--- src/rtl/lsu_pkg.sv ---
// Shared types and constants for the load/store unit.
// Size encodings, FSM states and the lane-offset misalignment helper.
package lsu_pkg;

   localparam int LSU_XLEN   = 64;
   localparam int LSU_STRB_W = 8;
   localparam int LSU_OFF_W  = 3;

   typedef enum logic [1:0] {
      SZ_B = 2'b00,
      SZ_H = 2'b01,
      SZ_W = 2'b10,
      SZ_D = 2'b11
   } lsu_size_e;

   typedef enum logic [1:0] {
      ST_IDLE   = 2'b00,
      ST_ACCESS = 2'b01,
      ST_RESP   = 2'b10
   } lsu_state_e;

   // An access is misaligned when the low address bits covered by its size are nonzero.
   function automatic logic misaligned(lsu_size_e size, logic [LSU_OFF_W-1:0] off);
      case (size)
         SZ_B:    return 1'b0;
         SZ_H:    return off[0];
         SZ_W:    return |off[1:0];
         default: return |off;
      endcase
   endfunction

endpackage

--- src/rtl/lsu_align.sv ---
// Combinational lane alignment: store data/strobe shifting and load extraction with sign/zero extension.
module lsu_align
   import lsu_pkg::*;
#(
   parameter int XLEN   = LSU_XLEN,
   parameter int STRB_W = LSU_STRB_W
) (
   input  logic [1:0]                 size_i,
   input  logic                       unsigned_i,
   input  logic [$clog2(STRB_W)-1:0]  off_i,
   input  logic [XLEN-1:0]            wdata_i,
   input  logic [XLEN-1:0]            rdata_i,
   output logic [STRB_W-1:0]          wmask_o,
   output logic [XLEN-1:0]            wdata_o,
   output logic [XLEN-1:0]            rdata_o
);

   lsu_size_e         size;
   logic [STRB_W-1:0] base_mask;
   logic [XLEN-1:0]   rshift;
   logic              sext;

   assign size   = lsu_size_e'(size_i);
   assign sext   = ~unsigned_i;
   assign rshift = rdata_i >> {off_i, 3'b000};

   // Lanes shifted past the top of the word are simply dropped by the truncating shift.
   assign wmask_o = base_mask << off_i;
   assign wdata_o = wdata_i << {off_i, 3'b000};

   always_comb begin
      base_mask = '0;
      rdata_o   = rshift;
      case (size)
         SZ_B: begin
            base_mask = STRB_W'(8'h01);
            rdata_o   = {{(XLEN-8){sext & rshift[7]}}, rshift[7:0]};
         end
         SZ_H: begin
            base_mask = STRB_W'(8'h03);
            rdata_o   = {{(XLEN-16){sext & rshift[15]}}, rshift[15:0]};
         end
         SZ_W: begin
            base_mask = STRB_W'(8'h0F);
            rdata_o   = {{(XLEN-32){sext & rshift[31]}}, rshift[31:0]};
         end
         default: begin
            base_mask = STRB_W'(8'hFF);
            rdata_o   = rshift;
         end
      endcase
   end

endmodule

--- src/rtl/lsu.sv ---
// Load/store unit: IDLE -> ACCESS -> RESP request FSM with one-cycle memory strobe.
// Define LSU_MISALIGN_CHECK_EN to trap misaligned accesses instead of performing them.
module lsu
   import lsu_pkg::*;
#(
   parameter int XLEN   = LSU_XLEN,
   parameter int STRB_W = LSU_STRB_W
) (
   input  logic              clk,
   input  logic              rst,
   input  logic              in_valid,
   output logic              in_ready,
   input  logic [XLEN-1:0]   in_addr,
   input  logic              in_wen,
   input  logic [1:0]        in_size,
   input  logic              in_unsigned,
   input  logic [XLEN-1:0]   in_wdata,
   output logic              out_valid,
   input  logic              out_ready,
   output logic [XLEN-1:0]   out_rdata,
   output logic              out_misalign,
   output logic [XLEN-1:0]   mem_raddr,
   output logic              mem_read,
   output logic [XLEN-1:0]   mem_waddr,
   output logic [XLEN-1:0]   mem_wdata,
   output logic [STRB_W-1:0] mem_wmask,
   output logic              mem_write,
   input  logic [XLEN-1:0]   mem_rdata,
   output logic [1:0]        dbg_state_o
);

   localparam int OFF_W = $clog2(STRB_W);

   // Handshake: a request transfers on a rising edge where in_valid && in_ready;
   // a response transfers on a rising edge where out_valid && out_ready.

   lsu_state_e        state_q;
   logic [XLEN-1:0]   addr_q;
   logic [XLEN-1:0]   wdata_q;
   logic [XLEN-1:0]   rdata_q;
   logic [1:0]        size_q;
   logic              wen_q;
   logic              uns_q;
   logic              mis_q;

   logic              accept;
   logic              in_access;
   logic              access_mis;
   logic [OFF_W-1:0]  off;
   logic [STRB_W-1:0] al_wmask;
   logic [XLEN-1:0]   al_wdata;
   logic [XLEN-1:0]   al_rdata;

   assign off = addr_q[OFF_W-1:0];

`ifdef LSU_MISALIGN_CHECK_EN
   assign access_mis = misaligned(lsu_size_e'(size_q), off);
`else
   assign access_mis = 1'b0;
`endif

   lsu_align #(
      .XLEN   (XLEN),
      .STRB_W (STRB_W)
   ) u_align (
      .size_i     (size_q),
      .unsigned_i (uns_q),
      .off_i      (off),
      .wdata_i    (wdata_q),
      .rdata_i    (mem_rdata),
      .wmask_o    (al_wmask),
      .wdata_o    (al_wdata),
      .rdata_o    (al_rdata)
   );

   // Outputs are gated by rst so nothing leaks in the reset cycle itself.
   assign in_ready  = !rst && ((state_q == ST_IDLE) || ((state_q == ST_RESP) && out_ready));
   assign accept    = in_valid && in_ready;
   assign in_access = !rst && (state_q == ST_ACCESS);

   assign mem_read     = in_access && !wen_q && !access_mis;
   assign mem_write    = in_access &&  wen_q && !access_mis;
   assign mem_raddr    = in_access ? {addr_q[XLEN-1:OFF_W], {OFF_W{1'b0}}} : '0;
   assign mem_waddr    = mem_raddr;
   assign mem_wmask    = mem_write ? al_wmask : '0;
   assign mem_wdata    = mem_write ? al_wdata : '0;

   assign out_valid    = !rst && (state_q == ST_RESP);
   assign out_rdata    = rst ? '0 : rdata_q;
   assign out_misalign = !rst && mis_q;
   assign dbg_state_o  = state_q;

   always_ff @(posedge clk) begin
      if (rst) begin
         state_q <= ST_IDLE;
         addr_q  <= '0;
         wdata_q <= '0;
         rdata_q <= '0;
         size_q  <= '0;
         wen_q   <= 1'b0;
         uns_q   <= 1'b0;
         mis_q   <= 1'b0;
      end else if (accept) begin
         addr_q  <= in_addr;
         wdata_q <= in_wdata;
         size_q  <= in_size;
         wen_q   <= in_wen;
         uns_q   <= in_unsigned;
         state_q <= ST_ACCESS;
      end else begin
         case (state_q)
            ST_ACCESS: begin
               rdata_q <= (wen_q || access_mis) ? '0 : al_rdata;
               mis_q   <= access_mis;
               state_q <= ST_RESP;
            end
            ST_RESP: begin
               if (out_ready) state_q <= ST_IDLE;
            end
            default: state_q <= ST_IDLE;
         endcase
      end
   end

endmodule

--- config.mk ---
export PLATFORM = sky130hd
export DESIGN_NAME = lsu
export DESIGN_NICKNAME = d
export VERILOG_FILES = /design/src/rtl/lsu_pkg.sv /design/src/rtl/lsu_align.sv /design/src/rtl/lsu.sv
export SDC_FILE = /design/constraint.sdc
export NUM_CORES = 1
export LEC_CHECK = 0
export BUFFER_PORTS_ARGS = -buffer_cell sky130_fd_sc_hd__buf_2
export CAP_MARGIN = 20
export CORE_AREA = 2 2 182 184
export DETAILED_ROUTE_END_ITERATION = 8
export DIE_AREA = 0 0 184 186
export PLACE_DENSITY = 0.74
export SLEW_MARGIN = 15
export SYNTH_ARGS = -nofsm -noshare
export SYNTH_HDL_FRONTEND = slang
export SYNTH_HIERARCHICAL = 1
export SYNTH_SLANG_ARGS = --single-unit
--- constraint.sdc ---
create_clock -name clk -period 1.8 [get_ports clk]
set_input_delay 0.36 -clock clk [delete_from_list [all_inputs] [get_ports clk]]
set_output_delay 0.36 -clock clk [all_outputs]
set_load 0.01 [all_outputs]
==> reports/qor.txt <==
Die area - 34200 um^2
Core ar. - 32200 um^2
PnR worst setup slack - -0.713 ns
Root buffer cell - clkbuf_16
Status - complete, but fails checks
Pins over their slew limit - 0
Avg WL per Cell - 24.1 um
Most used DFF post-synth - dfxtp_1
Hold slack - 0.110 ns
CTS tree - built
Antenna Nets Post-Route - 0
Worst-path clk slew - 0.08 ns
Buffers on Ports - 463
CP Class - reg2out
Worst slew margin - 47.2%
# rows - 66
Clk_lat worst skew - 0.47 ns
CTS Buffer Depth - 2
Mean Syn Cell Area - 8.99 um^2
Max Cap Viol - 0
Chip height - 186 um
Violated checks - negative setup slack
Overall Global Routing Usage - 32.7%
Leakage - 9.94 nW
Flops & latches, synth - 198
Sequential cell area fraction in the yosys report - 27.7%
Post-Syn Instances - 1594
1st-iter DRT viols - 1532
Clock sinks - 198
Power Total - 0.0144 W
H-tree level count - 4
Count of final hold-check violations - 0
Via/cell ratio - 5.85
Synthesis-to-layout area growth - 57.2%
Fmax - 0.398 GHz
I/O pin total - 471
Number of flops mapped to enable cells by yosys - 0
Min Tclk post-route - 2.51 ns
Ratio of cells with drive above 1 in the final layout - 58.3%
Worst hold path class - in2reg
Initial antenna violation count - 4
Crit path max fanout - 12
Gr ovfl total - 0
CTS Buf Count - 17
Count of cell types in the netlist - 50
First-pass detailed-route iteration total - 6
Chip Width - 184 um
Clock skew - 0.0167 ns
DR DRC count - 0
First-pass GRT wire length - 84600 um
Worst endpoint data arrival time - 2.15 ns
Pwr dens - 640 nW/um^2
CP startpoint kind - flip-flop
Ys async rst share - 0%
GP Congestion - 0.939
Actual slew at the worst max-slew pin - 0.793 ns
Mapped Area - 14300 um^2
Via count - 15000
Worst Setup End Kind - primary output
Unrepaired setup endpoints after global routing - yes
Final nets - 2339
VDD IR max - 0.694 mV
Largest net degree at the start of global routing - 80
HPWL Detailed - 37200 um
Detailed Route WL - 61800 um
Vias in the first global route - 14500
Final setup fails - 260
Yosys warns - 6
CP Data Required Time - 1.44 ns
Starting Density - 44.5%
Period utilization - 140%
[worst paths after layout]
| path | start | end | slack, ns | cells after the start |
|---|---|---|---|---|
| worst min-delay path | in_addr[29] | addr_q[29] | 0.11 | 2 |
| worst min register to register | rdata_q[58] | rdata_q[58] | 0.45 | 2 |
| worst max register to register | addr_q[1] | rdata_q[27] | -0.51 | 11 |
| worst max-delay path | addr_q[2] | mem_wdata[38] | -0.71 | 8 |
[cells by family (layout without fill, tap and decap cells)]
group | count (synthesis) | after routing | share of synthesized area (%)
mux | 313 | 313 | 27.2
simple gates | 660 | 662 | 26.4
other cells | 1 | 8 | 0.0262
buf+inv | 221 | 771 | 10.3
flops | 198 | 198 | 27.7
compound gates | 201 | 201 | 8.36
[critical path, cell delays in order (launching register included)]
cell and delay (ns):
dfxtp_4 0.41, buf_12 0.16, buf_4 0.14, mux2i_4 0.26, nor2_2 0.08, a21oi_4 0.24, o22ai_4 0.10, and2_4 0.15
buf_2 0.13
[synthesized netlist by cell type, types with 17 or more instances]
| cell | count | area [um^2] |
|---|---|---|
| a21oi_1 | 92 | 460 |
| buf_4 | 83 | 623 |
| buf_6 | 33 | 372 |
| o22ai_1 | 17 | 106 |
| nand2_1 | 118 | 443 |
| nand4_1 | 24 | 150 |
| nor2_1 | 65 | 244 |
| nand3b_1 | 64 | 480 |
| mux2_2 | 93 | 1050 |
| buf_2 | 52 | 260 |
| nor2b_1 | 207 | 1290 |
| clkbuf_1 | 43 | 161 |
| o21ai_0 | 41 | 205 |
| dfxtp_1 | 198 | 3960 |
| and2_1 | 143 | 895 |
| mux2i_1 | 128 | 1280 |
| mux2_4 | 70 | 1050 |
[state kept, by name (all words and copies together) (netlist names)]
| name | count |
|---|---|
| size_q | 2 |
| addr_q | 64 |
| uns_q | 1 |
| dbg_state_o | 2 |
| rdata_q | 64 |
| wdata_q | 64 |
| wen_q | 1 |
[where the power goes]
part / internal (W) / total [W] / switching [W] / leakage [nW]
clock network: 0.00182 / 0.00378 / 0.00196 / 0.269
logic: 0.00297 / 0.00559 / 0.00263 / 8.04
registers: 0.00471 / 0.00505 / 0.000340 / 1.63
[timing repair]
| action | in CTS | in global routing |
|---|---|---|
| endpoints found under the setup margin | 257 | 269 |
| pin swaps | 135 | 110 |
| hold buffers | 0 | 0 |
| setup buffers | 59 | 39 |
| resized for setup | 436 | 284 |
| cloned | 31 | 7 |
[stage by stage]
stage | std cells | area (um^2) | TNS [ns] | utilization, % | worst slack (ns)
finish | 2561 | 22500 | -98.33 | 70.0 | -0.713
global route | 2561 | 22500 | -112.74 | 70.0 | -0.732
floorplan | 1600 | 14400 | -0.179 | - | -0.0286
global placement | 2415 | 17400 | -6.08 | 54.0 | -0.205
detailed placement | 2415 | 17400 | -7.80 | 54.0 | -0.203
CTS | 2532 | 21100 | -97.14 | 65.6 | -0.590
[layer usage]
metal	track usage [%]	share of wire (%)	vias to the layer above
li1	-	-	6514
met1	38.1	37	7135
met4	17.4	6.4	6
met3	7.14	8.7	291
met2	56.4	48	1029
met5	0	0.066	-
[placed cells by master (no fill, tap or decap), drive strengths merged, types with 3 or more instances in the layout]
cell type / Yosys / routed
buf: 174 / 726
nor2b: 207 / 207
dfxtp: 198 / 198
mux2: 163 / 163
and2: 143 / 143
mux2i: 128 / 128
nand2: 118 / 118
a21oi: 92 / 92
nor2: 67 / 67
nand3b: 64 / 64
o21ai: 44 / 44
clkbuf: 44 / 27
nand4: 26 / 26
mux4: 22 / 22
o22ai: 17 / 17
nand3: 13 / 13
o211ai: 9 / 9
nand2b: 9 / 9
o2bb2ai: 9 / 9
o2111ai: 8 / 8
inv: 2 / 8
conb: 1 / 7
a2bb2oi: 7 / 7
o22a: 7 / 7
clkinv: 1 / 7
nor3: 4 / 5
and2b: 3 / 3
a22oi: 3 / 3
nor3b: 3 / 3
a211oi: 3 / 3
[cell type report]
cell class,instances,area (um^2)
multi-input cells,1183,10600
clock buffers,19,433
inverters,3,11.3
well taps,408,510
clock inverters,13,116
repair buffers,736,6860
flip-flops and latches,198,3980
diodes,1,2.50
fillers,2177,9670
Note: power is estimated with default switching activity, not from simulation.
